===== config.mk =====
export PLATFORM = sky130hd
export DESIGN_NAME = count_seq_checker_sat_counter
export DESIGN_NICKNAME = d
export VERILOG_FILES = /design/src/rtl/count_seq_checker_sat_counter.sv
export SDC_FILE = /design/constraint.sdc
export NUM_CORES = 1
export LEC_CHECK = 0
export ABC_AREA = 0
export CAP_MARGIN = 20
export CORE_AREA = 2 2 39 41
export CTS_CLUSTER_DIAMETER = 30
export DETAILED_ROUTE_END_ITERATION = 6
export DIE_AREA = 0 0 41 43
export PLACE_DENSITY_LB_ADDON = 0.2
export SYNTH_ARGS = -nofsm -noshare
export SYNTH_HDL_FRONTEND = slang
export SYNTH_SLANG_ARGS = --single-unit

===== constraint.sdc =====
create_clock -name clk_i -period 1.87 [get_ports clk_i]
set_input_delay 0.187 -clock clk_i [delete_from_list [all_inputs] [get_ports clk_i]]
set_output_delay 0.187 -clock clk_i [all_outputs]
set_load 0.005 [all_outputs]

===== src/rtl/count_seq_checker_sat_counter.sv =====
// Saturating up-counter: sticks at all-ones instead of rolling over.
module count_seq_checker_sat_counter #(
    parameter int unsigned Width = 8
) (
    input  logic             clk_i,
    input  logic             rst_ni,
    input  logic             inc_i,
    output logic [Width-1:0] q_o
);

    logic [Width-1:0] q_q, q_d;

    always_comb begin
        q_d = q_q;
        if (inc_i && (q_q != '1)) begin
            q_d = q_q + 1'b1;
        end
    end

    always_ff @(posedge clk_i or negedge rst_ni) begin
        if (!rst_ni) begin
            q_q <= '0;
        end else begin
            q_q <= q_d;
        end
    end

    assign q_o = q_q;

endmodule


* Word-level counts from Yosys, hierarchy flattened
Cells that the tools add are included.
Operators by class: reduce and logical (&&, ||, !) cells 1, add/sub/neg operators 1, equal/unequal tests 1
Operator list (count):
- $add 8x1->8 const B | 1
- $ne 8x8->1 const B | 1
- $logic_and 1x1->1 | 1
Word-level totals: register bits after elaboration 8, input port bits 3, word-level logic and storage cells 4

* Logic depth before layout (Yosys ltp)
Gate-level depths: netlist of the first run.
depth in word-level cells 2, depth in mapped cells 4, gate-level depth less buffers 4

* Least setup slack after synthesis of the first run
Ideal clock, no wire load.
kind reg-to-reg, start point register q_q[0], in the netlist q_o[0], end point register q_q[1], in the netlist q_o[1], data arrival time 1.266 ns, required time 1.742 ns, clock period less this slack 1.393 ns, cell stages (with the launch flop) 5, path slack 0.477 ns, cell sequence dfrtp_1 -> ha_1 -> nand4_1 -> o21ai_2 -> mux2_1
On the way: longest elaborated chain between the ends 2
Ends and longest elaborated chain:
- from (decl) | line 11 | logic [Width-1:0] q_q, q_d;
- from (signal assigned) | line 24 | q_q <= q_d;
- branches (longest 2 deep; another with $add 8x1->8)
Parallel ways; which one is timed is not known. A chain may end at the register's enable or synchronous reset.

* Worst setup path after layout of the first run
Ends and elaborated chain as after synthesis.

==> out/qor.csv, run 1 <==
metric,value,unit
outcome,completed,
num_io_pins,11,
muxShareOfSynthArea,6.442,%
clock_sinks,8,
largest_reg_flops,8,
first_pass_iters,2,
timing.setup.tns,0,ps
slowest_stage,dfrtp_1,
critPathMaxStageDelay,410,ps
hold_viol,0,
cellLeakagePower,0.2186,nW
core-area,0.001384,sq mm
cts_setup_buffers,0,
syn_area,407.9,sq um
grtUsageTotal,11.85,%
crit_type,flip-flop to flip-flop,
cp-start-kind,flip-flop,
antenna_found_initial,0,
finalCriticalPeriod,1497,ps
place_congestion,0.8607,
relSlewSlack,75.46,%
cp-end-kind,flip-flop,
via_per_inst,5.254,
yosys.area_share.simple,15.03,%
worstSkewPairLatency,250,ps
fin_worst_skew,1.544,ps
synthToLayoutAreaGrowth,34.97,%
grt_max_degree,9,
synth_xor_area_share,4.294,%
max_freq,668.1,MHz
synth_top_family_by_area,compound AO/OA/AOI/OAI gates,
dp_cells,60,
crit_arrival,1630,ps
reg2reg_from,q_o[0],
htreeDepth,1,
synth_cells,34,
port_buffers,10,
cts_hold_buf,0,
overflow,0,
placed_area,528.0,sq um
synth-seq-cells,8,
nFillCells,140,
synth_fa_ha_area_share,3.067,%
post-route-util,39.78,%
setup_viol,0,
rr_worst_depth,4,
grt_pass1_wl,1.317,mm
r2r_slack,370,ps
antenna_cells,0,
stdcell_area,550.5,sq um
cts_resized,0,
avgSynthCellArea,12.00,sq um
drv_slew,0,
drive_gt1_share,19.15,%
worstPathRequired,2010,ps
worstReg2RegEnd,q_o[1],
synth-compound-area-share,21.17,%
grt_setup_unrepaired,false,
synth_nets,38,
via_count,331,
dp_hpwl,573.8,um
power_density,1473,mW/mm^2
final_nets,53,
yosysSeqAreaShare,49.08,%
cts_buffer_depth,2,
period_share,80.05,%
routedWlPerCell,12.03,um
cts_tree,yes,
num_rows,14,
critPathMaxFanout,5,
synthDistinctLibCells,23,
drt_iter0_markers,1,
initial_utilization,29.48,%
path_cells,ha_1 -> nand4_1 -> o21ai_2 -> mux2_1,
die_area,0.001763,sq mm
grt_pass1_vias,316,
ys_warn_count,0,
drc,0,
maxCapViolCount,0,
min_path_type,primary input to asynchronous set/reset pin,
cts_root_buffer,clkbuf_4,
layoutNonFillerInstCount,63,
drt_wl_total,758,um
dieWidth,41,um
worst_slew_pin_slew,366.9,ps
dieHeight,43,um
cts_buffers,3,
path_clk_slew,50,ps
ir_drop,610.9,uV
ant_nets,0,
metrics by stage:
step / hold slack (ps) / total power, mW / worst slack (ps)
2_1_floorplan: -108.6 / 0.5024 / 476.8
5_1_grt: 239.5 / 0.8801 / 262.6
6_report: 212.1 / 0.8109 / 373.1
3_5_place_dp: 498.7 / 0.6904 / 333.7
3_3_place_gp: 491.1 / 0.6839 / 342.0
4_1_cts: 224.6 / 0.8275 / 361.4
Yosys cell counts (all sizes together):
cell	instances	area (sq um)
a31oi	2	12.51
and4	1	11.26
and3	1	11.26
nor3	1	5.000
nor2	1	3.750
a41oi	2	17.52
mux2	2	26.27
nand4	1	6.260
xor2	1	8.760
nand3	3	20.02
inv	1	3.750
o21ai	1	8.760
ha	1	12.51
o21a	1	7.510
a21oi	2	10.01
o211ai	1	7.510
dfrtp	8	200.2
a21boi	1	7.510
a311oi	1	15.01
nand2	1	3.750
xnor2	1	8.760
power breakdown:
part | total (mW) | internal (mW) | switching, mW
combinational | 0.328 | 0.214 | 0.114
clock | 0.131 | 0.0734 | 0.0581
sequential | 0.351 | 0.246 | 0.106
placed cells by master, fill, tap and decap left out:
master	synthesis	layout
nand3_1	2	2
a31oi_1	2	2
nor2_1	1	1
xor2_1	1	1
o21a_1	1	1
and3_4	1	1
ha_1	1	1
xnor2_1	1	1
nand3_2	1	1
nand2_1	1	1
and4_4	1	1
mux2_4	1	1
clkdlybuf4s50_1	0	10
inv_1	1	1
o211ai_1	1	1
clkbuf_4	0	3
dfrtp_1	8	8
a311oi_2	1	1
o21ai_2	1	1
mux2_1	1	1
a41oi_1	2	2
a21boi_0	1	1
a21oi_1	2	2
nand4_1	1	1
nor3_1	1	1
cells by family after synthesis:
logic type	after synthesis
and+or+nand+nor	9
adders and majority gates	1
xor gates and xnor gates	2
buffers and inverters	1
muxes	2
AOI/OAI and AO/OA	11
DFF	8
layer usage:
layer,part of all wire (%),up-vias,global-route usage [%]
li1,-,164,-
met1,44,153,14.24
met2,44,10,15.31
met3,6.7,4,3.665
met4,4.7,0,12.00
met5,0,-,0
final cells by class:
class / instances / area, sq um / share of cell area [%]
multi-input cells: 25 / 203.9 / 37.05
flip-flops and latches: 8 / 200.2 / 36.36
repair buffers: 10 / 100.1 / 18.18
clock buffers: 3 / 22.52 / 4.091
well taps: 16 / 20.02 / 3.636
inverters: 1 / 3.754 / 0.6818
worst max-delay path: cells and delay by family, from the launching register on:
kind                     cells  cell delay (ps)
AND/OR/NAND/NOR              1              180
multiplexers                 1              330
flip-flops                   1              410
AO/OA/AOI/OAI                1              210
adder cells (fa/ha/maj)      1              260
how the worst max path moves through the flow:
stage / startpoint / depth (start not counted) / to
4_1_cts: q_o[0] / 4 / q_o[1]
6_report: q_o[0] / 4 / q_o[1]
3_3_place_gp: inc_i / 4 / q_o[5]
3_5_place_dp: inc_i / 4 / q_o[5]
5_1_grt: q_o[0] / 4 / q_o[1]
2_1_floorplan: q_o[0] / 4 / q_o[1]
(Power assumes the default switching activity.)
==> inputs of run 2 (changes only) <==
clock period = 1.55 ns   (was 1.87 ns; I/O delays follow)
==> run 2 against run 1 <==
Worst hold slack worse by 24 ps. Global-route usage up 0.077 points. Cell count up 4.8%. Combinational power up 31%. First-iteration DRC count unchanged. Critical path depth down 3. Sequential cell count unchanged. Design area up 4.1%. Clock power up 18%. Critical path type is now flip-flop to primary output. Critical endpoint is now q_o[6]. Largest power group is now combinational logic.
==> out/qor.csv, run 2 (synthesis results as in run 1) <==
metric,value,unit
cts_resized,0,
port_buffers,10,
layout_commonest_cell,clkdlybuf4s50_1,
setup_viol,0,
slowest_stage,clkdlybuf4s50_1,
cts_buffer_depth,2,
timing.setup.tns,0,ps
total_power,1.001,mW
num_rows,14,
p_int,0.6606,mW
drv_slew,0,
cp-end-kind,primary output,
grt.busiest_layer,met2,
die_area,0.001763,sq mm
finalCriticalPeriod,1417,ps
grtUsageMet2,16.25,%
stdcell_area,573.1,sq um
relSlewSlack,74.90,%
grt_pass1_wl,1.386,mm
power_density,1746,mW/mm^2
cts_root_buffer,clkbuf_4,
via_count,336,
core-area,0.001384,sq mm
post-route-util,41.41,%
via_per_inst,5.091,
cellLeakagePower,0.2324,nW
worst_slew_pin_slew,375.3,ps
use_met3,3.665,%
min_path_type,primary input to asynchronous set/reset pin,
dieWidth,41,um
path_clk_slew,50,ps
grt_setup_unrepaired,false,
grt_pass1_vias,332,
use_met1,15.46,%
cts_setup_buffers,0,
antenna_found_initial,0,
maxCapViolCount,0,
ant_nets,0,
max_freq,706.0,MHz
worstPathRequired,1390,ps
place_congestion,0.7924,
initial_utilization,29.48,%
htreeDepth,1,
mostFrequentLayoutCells,"10 x clkdlybuf4s50_1, 8 x dfrtp_1, 3 x clkbuf_4, 3 x buf_4",
placed_area,550.5,sq um
multi_input_area,203.9,sq um
drt_wl_total,785,um
critPathMaxFanout,8,
power_frac_seq,41.6,%
crit_arrival,1260,ps
overflow,0,
crit_family,buffers and inverters,
clock_sinks,8,
largest_reg_flops,8,
outcome,completed,
critPathBufInv,1,
cts_buffers,3,
critPathMaxStageDelay,550,ps
num_io_pins,11,
drc,0,
drt_iter0_markers,1,
cts_hold_buf,0,
hold_viol,0,
grt_max_degree,9,
path_cells,clkdlybuf4s50_1,
cp-start-kind,flip-flop,
ir_drop,900.4,uV
p_sw_share,33.97,%
power_frac_comb,43.0,%
worstSkewPairLatency,250,ps
fin_worst_skew,0.6360,ps
synthToLayoutAreaGrowth,40.49,%
clkPwrFrac,15.4,%
drive_gt1_share,24.00,%
final_nets,56,
dp_hpwl,618,um
net-switching-power,0.3399,mW
antenna_cells,0,
ff_latch_area,200.2,sq um
first_pass_iters,2,
dieHeight,43,um
period_share,91.39,%
crit_type,flip-flop to primary output,
cts_tree,yes,
nFillCells,136,
grtUsageTotal,11.93,%
routedWlPerCell,11.89,um
## run 2: changes by cell type in the layout (fill, tap and decap cells not counted), sizes merged
cell,change
buf,+3
## run 2: worst paths after layout
kind	start	end	slack (ps)	depth (start not counted)
max	q_o[6]	q_o[6]	130	1
min	rst_ni	q_o[5]	190	1
max reg2reg	q_o[1]	q_o[1]	140	4
min reg2reg	q_o[1]	q_o[1]	560	1
max in group asynchronous	rst_ni	q_o[7]	1090	1
min in group clk_i	q_o[1]	q_o[1]	560	1
## run 2: power by group through the flow
| stage | Sequential, mW | Combinational, mW | Clock (mW) |
|---|---|---|---|
| global route | 0.435 | 0.485 | 0.175 |
| CTS | 0.417 | 0.438 | 0.162 |
| floorplan | 0.416 | 0.190 | 0 |
| detailed placement | 0.419 | 0.436 | 0 |
| finish | 0.416 | 0.430 | 0.154 |
| global placement | 0.415 | 0.433 | 0 |
## run 2: per-layer routing
metal	vias to the layer above	part of all wire, %
li1	166	-
met4	0	2.7
met5	-	0
met1	158	46
met2	10	44
met3	2	6.4
## run 2: worst register-to-register path, delay by kind of cell (launching register included)
family	cells	cell delay (ps)
flip-flops	1	380
adder cells (fa/ha/maj)	1	240
AND/OR/NAND/NOR	1	150
AO/OA/AOI/OAI	1	190
multiplexers	1	340
## run 2: final cells by class
class,count,area share (%)
multi-input combinational,25,35.59
sequential,8,34.93
timing repair buffer,13,21.40
clock buffer,3,3.930
tap,16,3.493
inverter,1,0.6550
## run 2: metrics by stage
step,worst slack (ps),cells,hold WS (ps)
after global placement,78.18,63,459.9
after global routing,37.47,66,211.1
after floorplan,156.8,34,-140.6
final,133.5,66,188.3
after CTS,115.1,66,199.1
after detailed placement,56.45,63,467.2
==> inputs of run 3 (changes only) <==
CAP_MARGIN = not set   (was 20)
CTS_BUF_LIST = sky130_fd_sc_hd__clkbuf_2   (was not set)
==> run 3 against run 2 <==
Clock power fell by 22%. Cell count unchanged. Register-to-register slack worse by 20 ps. Critical endpoint is now q_o[1].
==> out/qor.csv, run 3 (synthesis results as in run 1) <==
metric,value,unit
port_buffers,10,
r2r_slack,120,ps
cts_buffer_depth,2,
drive_gt1_share,24.00,%
place_ws,56.45,ps
setup_ws,121.1,ps
crit_type,flip-flop to flip-flop,
outcome,completed,
initial_utilization,29.48,%
num_io_pins,11,
drc,0,
dp_cells,63,
setup_viol,0,
grt_pass1_vias,341,
critPathBufInv,0,
min_path_type,primary input to asynchronous set/reset pin,
largest_reg_flops,8,
finalCriticalPeriod,1429,ps
core-area,0.001384,sq mm
final_nets,56,
dp_hpwl,618,um
grt_pass1_wl,1.414,mm
grtUsageTotal,12.34,%
cp-start-kind,flip-flop,
reg2reg_from,q_o[1],
period_share,92.19,%
worstReg2RegEnd,q_o[1],
place_congestion,0.7924,
ir_drop,870.5,uV
mostFrequentLayoutCells,"10 x clkdlybuf4s50_1, 8 x dfrtp_1, 3 x clkbuf_2, 3 x buf_4",
num_rows,14,
cts_buffers,3,
worstSkewPairLatency,230,ps
slowest_stage,dfrtp_1,
antenna_found_initial,0,
cts_hold_buf,0,
dieWidth,41,um
nFillCells,140,
htreeDepth,1,
worst_slew_pin_slew,374.5,ps
via_count,342,
fin_worst_skew,1.135,ps
worstPathRequired,1670,ps
drt_wl_total,817,um
die_area,0.001763,sq mm
antenna_cells,0,
drv_slew,0,
grt_setup_unrepaired,false,
cts_resized,0,
timing.setup.tns,0,ps
cts_root_buffer,clkbuf_2,
drt_iter0_markers,6,
clock_sinks,8,
cp-end-kind,flip-flop,
dieHeight,43,um
layoutNonFillerInstCount,66,
cellLeakagePower,0.2310,nW
cts_setup_buffers,0,
via_per_inst,5.182,
relSlewSlack,74.95,%
crit_arrival,1550,ps
power_density,1711,mW/mm^2
crit_family,flip-flops,
path_cells,ha_1 -> nand4_1 -> o21ai_2 -> mux2_1,
critPathMaxStageDelay,390,ps
overflow,0,
max_freq,699.9,MHz
maxCapViolCount,0,
grt_max_degree,9,
cts_tree,yes,
rr_worst_depth,4,
critPathMaxFanout,5,
layout_commonest_cell,clkdlybuf4s50_1,
ant_nets,0,
routedWlPerCell,12.38,um
synthToLayoutAreaGrowth,38.65,%
path_clk_slew,70,ps
hold_viol,0,
first_pass_iters,2,
[run 3: power breakdown]
| group | internal [mW] | switching (mW) | total [mW] |
|---|---|---|---|
| Clock | 0.0527 | 0.0676 | 0.120 |
| Sequential | 0.296 | 0.119 | 0.415 |
| Combinational | 0.276 | 0.156 | 0.432 |
[run 3: layout make-up]
class                           instances  area [sq um]  share of cell area (%)
Tap cell                               16         20.02                   3.540
Multi-Input combinational cell         25         203.9                   36.06
Inverter                                1         3.754                  0.6637
Sequential cell                         8         200.2                   35.40
Timing Repair Buffer                   13         122.6                   21.68
Clock buffer                            3         15.01                   2.655
[run 3: worst max-delay path by stage]
stage           start     end  cells past startpoint
3_3_place_gp    inc_i  q_o[5]                      4
5_1_grt        q_o[1]  q_o[1]                      4
3_5_place_dp    inc_i  q_o[5]                      4
6_report       q_o[1]  q_o[1]                      4
4_1_cts        q_o[1]  q_o[1]                      4
2_1_floorplan  q_o[0]  q_o[1]                      4
[run 3: through the flow]
| step | instance area, sq um | utilization (%) | total power, mW | hold WS [ps] |
|---|---|---|---|---|
| floorplan | 407.9 | - | 0.6061 | -140.6 |
| global placement | 550.5 | 39.78 | 0.8476 | 459.9 |
| detailed placement | 550.5 | 39.78 | 0.8551 | 467.2 |
| CTS | 565.5 | 40.87 | 0.9836 | 208.0 |
| global route | 565.5 | 40.87 | 1.059 | 216.4 |
| finish | 565.5 | 40.87 | 0.9677 | 197.3 |
[run 3: layer usage]
metal	share of wire, %	vias to the layer above	GRT usage, %	wire length, um
met3	5.8	3	3.665	47
met1	46	161	15.46	376
li1	-	167	-	-
met2	45	11	16.56	371
met5	0	-	0	0
met4	2.7	0	10.00	22
